$ cat config.mk
export PLATFORM = sky130hd
export DESIGN_NAME = fsm_multi_ch_ctrl
export DESIGN_NICKNAME = d
export VERILOG_FILES = /design/src/rtl/fsm_multi_ch_ctrl.sv
export SDC_FILE = /design/constraint.sdc
export NUM_CORES = 1
export LEC_CHECK = 0
export CAP_MARGIN = 20
export CORE_MARGIN = 5
export CORE_UTILIZATION = 39
export CTS_CLUSTER_SIZE = 8
export DETAILED_ROUTE_END_ITERATION = 8
export PLACE_DENSITY = 0.73
export SLEW_MARGIN = 20
export SYNTH_ARGS = -nofsm -noshare
export SYNTH_HDL_FRONTEND = slang
export SYNTH_SLANG_ARGS = --single-unit
$ cat constraint.sdc
create_clock -name clk -period 2.2 [get_ports clk]
set_clock_uncertainty 0.1 [all_clocks]
set_input_delay 0.44 -clock clk [delete_from_list [all_inputs] [get_ports clk]]
set_output_delay 0.44 -clock clk [all_outputs]
set_load 0.01 [all_outputs]
$ cat src/rtl/fsm_multi_ch_ctrl.sv
// Multi-channel insert/release sequencer: one FSM per channel with
// watchdog, timed reset phase, latched alarm and optional motion exclusion.
module fsm_multi_ch_ctrl #(
  parameter int N_CH        = 4,
  parameter int TIMEOUT_CYC = 16,
  parameter int RESET_CYC   = 4,
  parameter bit EXCL        = 1'b1
) (
  input  logic            clk,
  input  logic            rst_n,
  input  logic [N_CH-1:0] EN,
  input  logic [N_CH-1:0] DIRECTION,
  input  logic [N_CH-1:0] START,
  input  logic [N_CH-1:0] FAULT,
  input  logic [N_CH-1:0] DONE,
  input  logic [N_CH-1:0] ALARM_CLR,
  output logic [N_CH-1:0] EN_INSERT,
  output logic [N_CH-1:0] EN_RELEASE,
  output logic [N_CH-1:0] EN_RESET,
  output logic [N_CH-1:0] EN_ALARM,
  output logic [N_CH-1:0] TO_FLAG,
  output logic            ANY_ALARM
);

  localparam int MAXC = (TIMEOUT_CYC > RESET_CYC) ? TIMEOUT_CYC : RESET_CYC;
  localparam int CW   = (MAXC > 1) ? $clog2(MAXC) : 1;
  localparam logic [CW-1:0] TO_LAST = CW'(TIMEOUT_CYC - 1);
  localparam logic [CW-1:0] RS_LAST = CW'(RESET_CYC - 1);

  typedef enum logic [2:0] {
    S_IDLE,
    S_INSERT,
    S_RELEASE,
    S_RESET,
    S_ALARM
  } state_t;

  state_t          st_q  [N_CH];
  state_t          st_d  [N_CH];
  logic [CW-1:0]   cnt_q [N_CH];
  logic [CW-1:0]   cnt_d [N_CH];
  logic [N_CH-1:0] to_d;
  logic [N_CH-1:0] req;
  logic [N_CH-1:0] grant;
  logic [N_CH-1:0] alarm_d;
  logic            busy;
  logic            taken;

  // Exclusion looks at current state only, so a channel leaving motion
  // frees the slot one edge later.
  always_comb begin
    busy  = |(EN_INSERT | EN_RELEASE);
    grant = '0;
    taken = 1'b0;
    for (int i = 0; i < N_CH; i++) begin
      req[i] = (st_q[i] == S_IDLE) && EN[i] && START[i] && !FAULT[i];
    end
    if (!EXCL) begin
      grant = '1;
    end else if (!busy) begin
      for (int i = 0; i < N_CH; i++) begin
        if (req[i] && !taken) begin
          grant[i] = 1'b1;
          taken    = 1'b1;
        end
      end
    end
  end

  always_comb begin
    to_d    = TO_FLAG;
    alarm_d = '0;
    for (int i = 0; i < N_CH; i++) begin
      st_d[i]  = st_q[i];
      cnt_d[i] = cnt_q[i];
      unique case (st_q[i])
        S_IDLE: begin
          if (FAULT[i]) begin
            st_d[i] = S_ALARM;
            to_d[i] = 1'b0;
          end else if (EN[i] && START[i] && grant[i]) begin
            st_d[i]  = DIRECTION[i] ? S_INSERT : S_RELEASE;
            cnt_d[i] = '0;
          end
        end
        S_INSERT, S_RELEASE: begin
          if (FAULT[i]) begin
            st_d[i] = S_ALARM;
            to_d[i] = 1'b0;
          end else if (DONE[i] || !EN[i]) begin
            st_d[i]  = S_RESET;
            cnt_d[i] = '0;
          end else if (cnt_q[i] == TO_LAST) begin
            st_d[i] = S_ALARM;
            to_d[i] = 1'b1;
          end else begin
            cnt_d[i] = cnt_q[i] + CW'(1);
          end
        end
        S_RESET: begin
          if (FAULT[i]) begin
            st_d[i] = S_ALARM;
            to_d[i] = 1'b0;
          end else if (cnt_q[i] == RS_LAST) begin
            st_d[i]  = S_IDLE;
            cnt_d[i] = '0;
          end else begin
            cnt_d[i] = cnt_q[i] + CW'(1);
          end
        end
        S_ALARM: begin
          if (ALARM_CLR[i] && !FAULT[i]) begin
            st_d[i]  = S_RESET;
            cnt_d[i] = '0;
            to_d[i]  = 1'b0;
          end
        end
        default: begin
          st_d[i]  = S_IDLE;
          cnt_d[i] = '0;
        end
      endcase
      alarm_d[i] = (st_d[i] == S_ALARM);
    end
  end

  always_ff @(posedge clk or negedge rst_n) begin
    if (!rst_n) begin
      for (int i = 0; i < N_CH; i++) begin
        st_q[i]  <= S_IDLE;
        cnt_q[i] <= '0;
      end
      EN_INSERT  <= '0;
      EN_RELEASE <= '0;
      EN_RESET   <= '0;
      EN_ALARM   <= '0;
      TO_FLAG    <= '0;
      ANY_ALARM  <= 1'b0;
    end else begin
      for (int i = 0; i < N_CH; i++) begin
        st_q[i]       <= st_d[i];
        cnt_q[i]      <= cnt_d[i];
        EN_INSERT[i]  <= (st_d[i] == S_INSERT);
        EN_RELEASE[i] <= (st_d[i] == S_RELEASE);
        EN_RESET[i]   <= (st_d[i] == S_RESET);
      end
      EN_ALARM  <= alarm_d;
      TO_FLAG   <= to_d & alarm_d;
      ANY_ALARM <= |alarm_d;
    end
  end

endmodule
==> qor.csv, run 1 <==
stage;metric;value;unit
cts;clk_pin_slew;0.08;ns
yosys;synth_area_leaders;dfrtp_1 43%, nor2_1 2.8%, nand2_1 2.7%;
yosys;yosysWarningCount;0;
finish;final_cell_mix;49 x dfrtp_1, 45 x clkdlybuf4s50_1, 37 x buf_4;
critical_path;crit_path_start_kind;register;
floorplanning;start_util;39.4;%
critical_path;cp-end-kind;register;
power_and_ir_drop;pwr-share-comb;50.3;%
detailed_routing;drt_wl_total;6520;um
detailed_routing;remaining_drc_errors;0;
sta;setup_violations;0;
sta;rsz0062_at_grt;no;
cts;cts_made_buffers;5;
floorplanning;num_rows;31;
finish;final_common_cell;dfrtp_1;
detailed_routing;ant_nets;0;
sta;fin_crit;2.11;ns
global_routing;grtUsageMet1;21.1;%
sta;maxSlewHeadroom;66.8;%
floorplanning;chipHeight;95.2;um
global_routing;grt_use_met2;24.4;%
cts;root_buffer;clkbuf_8;
worst_hold_path;hold_path.class;reg -> reg;
yosys;synth_top_cell_by_area;dfrtp_1;
global_routing;grt_start_max_net_pins;21;
global_routing;met3_usage;2.84;%
run;maxCapViolations;0;
critical_path;critPathMaxFanout;5;
cts;htreeDepth;2;
yosys;synth_top_area_share;43.3;%
global_routing;grt_pass1_wl;11000;um
global_routing;overflow;0;
critical_path;crit_type;reg -> reg;
floorplanning;coreArea;7180;um2
sta;post-route-period-util;95.9;%
yosys;synth_edf_count;0;
detailed_routing;via_count;2483;
place;routabilityCongestion;0.884;
sta;hold_viol_final;0;
detailed_routing;wl_per_cell;13.8;um
detailed_routing;via_per_inst;5.26;
critical_path;max_stage_delay;0.46;ns
yosys;syn-cell-area;2830;um2
global_routing;busiest_layer;met2;
global_routing;grt_pass1_vias;2378;
yosys;syn-mean-instance-area;9.72;um2
finish;fillers;625;
sta;holdWs;0.412;ns
critical_path;path_cells;ha_1 > and3_1 > nand3_1 > o221ai_1 > buf_4 > or4_1;
sta;tns;0;ns
run_status;outcome;completed;
yosys;async_flop_share;100;%
critical_path;cp.required;2.27;ns
place;pre_cts_slack;-0.146;ns
global_routing;antenna_found_initial;0;
cts;cts_tree;done;
cts;postCtsSetupRepairBufs;0;
global_routing;grt.total_usage;15.3;%
finish;synthToLayoutAreaGrowth;32.5;%
floorplanning;io_pins;47;
finish;antenna_cells;0;
power_and_ir_drop;power_density;1020;nW/um2
power_and_ir_drop;vdd_drop_max;328;uV
power_and_ir_drop;p_leak;0.00159;uW
cts;cts.path.max_buffers;2;
cts;cts.sinks;49;
yosys;synth_cell_types;63;
detailed_routing;drt_iter0_drc;89;
detailed_routing;drtPass1Iterations;4;
power_and_ir_drop;p_switching;1480;uW
place;portBuffers;46;
yosys;ys_ff_latch;49;
sta;tightest_slew;0.498;ns
power_and_ir_drop;seqPwrFrac;36.3;%
critical_path;slowest_stage;or4_1;
yosys;syn_inst;291;
critical_path;arrival;2.18;ns
finish;nNetsFinal;403;
cts;clkLatencyLatePin;0.29;ns
power_and_ir_drop;netSwitchingFraction;38.7;%
power_and_ir_drop;internal_power;2340;uW
yosys;ys_dominant_reg_cell;dfrtp_1;
yosys;synth_fp_nets;321;
sta;clock.fmax;474;MHz
power_and_ir_drop;power_frac_clock;13.4;%
yosys;seq_area_frac_synth;43.3;%
finish;drive_above_1_share;15.5;%
sta;final_max_slew_viol_count;0;
floorplanning;die-area;9060;um2
sta;worst_slack;0.0899;ns
floorplanning;die_w;95.2;um
place;dp_hpwl;5240;um
==> flip-flops by register name (all words and copies together) (netlist names) <==
register and cells:
EN_RESET 4, EN_INSERT 4, st_q 12, TO_FLAG 4
ANY_ALARM 1, EN_RELEASE 4, EN_ALARM 4, cnt_q 16
==> metal layers <==
| layer | routed length, um | up-vias |
|---|---|---|
| met3 | 266 | 6 |
| met1 | 3050 | 1176 |
| met5 | 0 | - |
| li1 | - | 1250 |
| met2 | 3120 | 51 |
| met4 | 85 | 0 |
==> path summary, 6_finish.rpt <==
| check | to | slack (ns) | cells after the start | from |
|---|---|---|---|---|
| setup / recovery | ANY_ALARM | 0.09 | 6 | cnt_q[0] |
| hold / removal | cnt_q[8] | 0.41 | 1 | cnt_q[8] |
| setup reg to reg | ANY_ALARM | 0.09 | 6 | cnt_q[0] |
| hold reg to reg | cnt_q[8] | 0.41 | 1 | cnt_q[8] |
| max in group asynchronous | EN_RELEASE[3] | 0.89 | 3 | rst_n |
| min in group asynchronous | cnt_q[3] | 0.51 | 2 | rst_n |
==> final cells by class <==
cell class                      count  area, um2  share of cell area [%]
Inverter                           16       60.1                    1.60
Clock buffer                        7       86.3                    2.30
Timing Repair Buffer               84        743                    19.8
Multi-Input combinational cell    217       1510                    40.3
Tap cell                           99        124                    3.30
Sequential cell                    49       1230                    32.7
==> Yosys cell counts, types with 5 or more instances <==
master    count
dfrtp_1      49
a31oi_1       5
nand2_1      20
mux2i_1       5
o21ai_0       9
a21oi_1      13
nand3_1      12
nor2_1       21
buf_2         6
inv_1        16
nand2b_1     12
nor2b_1      12
nand4_1       6
nand3b_1      6
o211ai_1      8
==> worst max-delay path: cells and delay by family, from the launching register on <==
kind            cells  cell delay, ns
buf+inv             1            0.23
fa+ha+maj           1            0.22
simple gates        3            0.75
compound gates      1            0.26
flops               1            0.42
==> kinds of logic after synthesis <==
group / Yosys count / share of synthesized area (%)
buffers and inverters: 25 / 3.58
multiplexers: 5 / 1.77
AO/OA/AOI/OAI: 73 / 19.1
adder cells (fa/ha/maj): 4 / 1.77
XOR/XNOR: 4 / 1.24
AND/OR/NAND/NOR: 131 / 29.2
flip-flops: 49 / 43.3
==> timing repair <==
item / in CTS / in global routing
hold endpoints to repair: 18 / 0
setup endpoints to repair: 0 / 1
gates resized for setup: 0 / 1
hold buffers: 1 / 0
==> power groups by stage <==
stage | Sequential (uW) | Combinational [uW] | Clock (uW)
after floorplan | 1320 | 1210 | 0
after global placement | 1400 | 1860 | 0
after detailed placement | 1400 | 1910 | 0
after CTS | 1390 | 1920 | 538
after global routing | 1420 | 2110 | 573
final | 1390 | 1920 | 513
==> stage by stage <==
step	total power (uW)	area, um2	cells	util (%)
after floorplan	2530	2830	291	-
after global placement	3260	3640	464	50.8
after detailed placement	3310	3640	464	50.8
after CTS	3840	3740	472	52.1
after global routing	4110	3750	472	52.2
final	3820	3750	472	52.2
No activity file was read; power rests on OpenSTA's default activity.
==> run 2, diff against run 1 <==
==> constraint.sdc (replaced) <==
create_clock -name clk -period 2 [get_ports clk]
set_clock_uncertainty 0.1 [all_clocks]
set_input_delay 0.4 -clock clk [delete_from_list [all_inputs] [get_ports clk]]
set_output_delay 0.4 -clock clk [all_outputs]
set_load 0.01 [all_outputs]
==> run 2 against run 1 <==
  * The flow now finishes with violations (negative setup slack)
  * Cell count rose by 6.4%
  * Worst hold slack improved by 0.0017 ns
  * Largest power group unchanged
  * Fmax rose by 4.9%
  * Sequential power rose by 6%
  * Register-to-register slack got worse by 0.10 ns
==> qor.csv, run 2 (same netlist as run 1, synthesis figures left out) <==
stage;metric;value;unit
floorplanning;io_pins;47;
sta;worst_slack;-0.0115;ns
global_routing;antenna_found_initial;0;
critical_path;worstPathBufferInverterCount;0;
critical_path;reg2reg_from;EN_INSERT[1];
run;maxCapViolations;0;
finish;synthToLayoutAreaGrowth;44.9;%
cts;clk_pin_slew;0.09;ns
global_routing;grt_start_max_net_pins;50;
sta;rsz0062_at_grt;yes;
sta;maxSlewHeadroom;63.3;%
place;post-place-cells;492;
worst_hold_path;worstHoldStart;FAULT[0];
critical_path;critPathMaxFanout;5;
floorplanning;coreArea;7180;um2
run_status;outcome;finished, violations left;
floorplanning;die_w;95.2;um
sta;hold_viol_final;0;
cts;htreeDepth;2;
detailed_routing;drtPass1Iterations;4;
finish;top_register;cnt_q;
cts;cts.path.max_buffers;2;
global_routing;grt_pass1_vias;2712;
cts;cts.sinks;49;
place;pre_cts_slack;-0.334;ns
floorplanning;start_util;39.4;%
sta;fin_crit;2.01;ns
detailed_routing;ant_nets;0;
critical_path;rr_worst_depth;5;
place;routabilityCongestion;0.897;
finish;final_cell_mix;65 x buf_4, 48 x dfrtp_1, 44 x clkdlybuf4s50_1;
detailed_routing;remaining_drc_errors;0;
power_and_ir_drop;power_density;1160;nW/um2
floorplanning;die-area;9060;um2
critical_path;worst_path_dominant_cell_family;simple AND/OR/NAND/NOR gates;
worst_hold_path;hold_path.class;in -> reg;
critical_path;path_cells;nor4_4 > o211ai_4 > nor4b_4 > o21bai_2 > a221o_1;
finish;largest_register_ffs;16;
cts;cts_tree;done;
finish;stdcell_count;502;
worst_hold_path;hold_depth;3;
cts;clkLatencyLatePin;0.30;ns
critical_path;cp.required;2.08;ns
power_and_ir_drop;totalPowerFinal;4760;uW
global_routing;grt_pass1_wl;12100;um
sta;clock.fmax;497;MHz
finish;drive_above_1_share;26.8;%
sta;setup_violations;2;
global_routing;overflow;0;
critical_path;crit_path_start_kind;register;
critical_path;r2r_slack;-0.01;ns
critical_path;arrival;2.09;ns
finish;antenna_cells;0;
power_and_ir_drop;vdd_drop_max;527;uV
detailed_routing;drt_wl_total;7120;um
critical_path;max_stage_delay;0.41;ns
worst_hold_path;holdPathEnd;st_q[9];
critical_path;crit_type;reg -> reg;
place;dp_hpwl;5550;um
critical_path;slowest_stage;dfrtp_1;
cts;cts_made_buffers;5;
detailed_routing;via_per_inst;5.30;
global_routing;grt.total_usage;16.6;%
critical_path;cp-end-kind;register;
sta;final_max_slew_viol_count;0;
sta;tightest_slew;0.547;ns
critical_path;crit_start;EN_INSERT[1];
finish;reg_top3;cnt_q: 16 flops, st_q: 12 flops;
floorplanning;chipHeight;95.2;um
cts;root_buffer;clkbuf_8;
detailed_routing;wl_per_cell;14.2;um
detailed_routing;via_count;2662;
power_and_ir_drop;p_leak;0.00176;uW
finish;nNetsFinal;432;
finish;final_common_cell;buf_4;
sta;post-route-period-util;101;%
detailed_routing;drt_iter0_drc;146;
critical_path;worstReg2RegEnd;cnt_q[2];
floorplanning;num_rows;31;
run_status;violations;negative setup slack;
sta;tns;-0.0229;ns
place;portBuffers;46;
-- run 2: cell count changes in the layout (fill, tap and decap cells not counted), moves of 2 or more --
cell     before  now
buf_4        37   65
a21oi_1      13    9
a21oi_2       0    4
nor4_1        2    0
nor4_2        0    2
-- run 2: power by group --
group          internal (uW)  switching, uW
Combinational           1310           1250
Clock                    407            326
Sequential              1230            231
Total                   2960           1810
-- run 2: how the worst max path moves through the flow --
stage | cells past startpoint | slack, ns | end
after detailed placement | 7 | -0.33 | cnt_q[14]
after global placement | 6 | -0.25 | cnt_q[2]
final | 5 | -0.01 | cnt_q[2]
after CTS | 5 | -0.02 | cnt_q[2]
after global routing | 7 | -0.12 | cnt_q[14]
after floorplan | 5 | 0.05 | cnt_q[2]
-- run 2: repair_timing --
action | CTS | global route
hold buffers | 1 | 0
endpoints found under the hold margin | 49 | 0
endpoints found under the setup margin | 6 | 27
cloned | 0 | 0
pin swaps | 2 | 10
gates resized for setup | 4 | 17
buffers inserted | 0 | 1
-- run 2: layer usage --
| metal | global-route usage, % | vias up | part of all wire [%] |
|---|---|---|---|
| met5 | 0 | - | 0 |
| met4 | 3.73 | 0 | 0.72 |
| met3 | 3.47 | 6 | 4.4 |
| met2 | 28.4 | 62 | 48 |
| met1 | 21.6 | 1291 | 47 |
| li1 | - | 1303 | - |
-- run 2: worst min-delay path, cell delays in order --
cell and delay (ns):
dlymetal6s2s_1 0.17, buf_4 0.17, a21oi_1 0.04
-- run 2: final cells by class --
class,instances,area (um2)
clock inverters,2,37.5
well taps,99,124
flip-flops and latches,49,1230
inverters,16,60.1
clock buffers,6,82.6
fillers,606,3080
repair buffers,113,976
multi-input cells,217,1590
-- run 2: metrics by stage --
stage | hold WS [ns] | cell area, um2 | util, %
5_1_grt | 0.417 | 4100 | 57.1
2_1_floorplan | 0.00441 | 2830 | -
3_3_place_gp | 0.306 | 3870 | 53.9
3_5_place_dp | 0.307 | 3870 | 53.9
4_1_cts | 0.419 | 4020 | 56.1
6_report | 0.414 | 4100 | 57.1
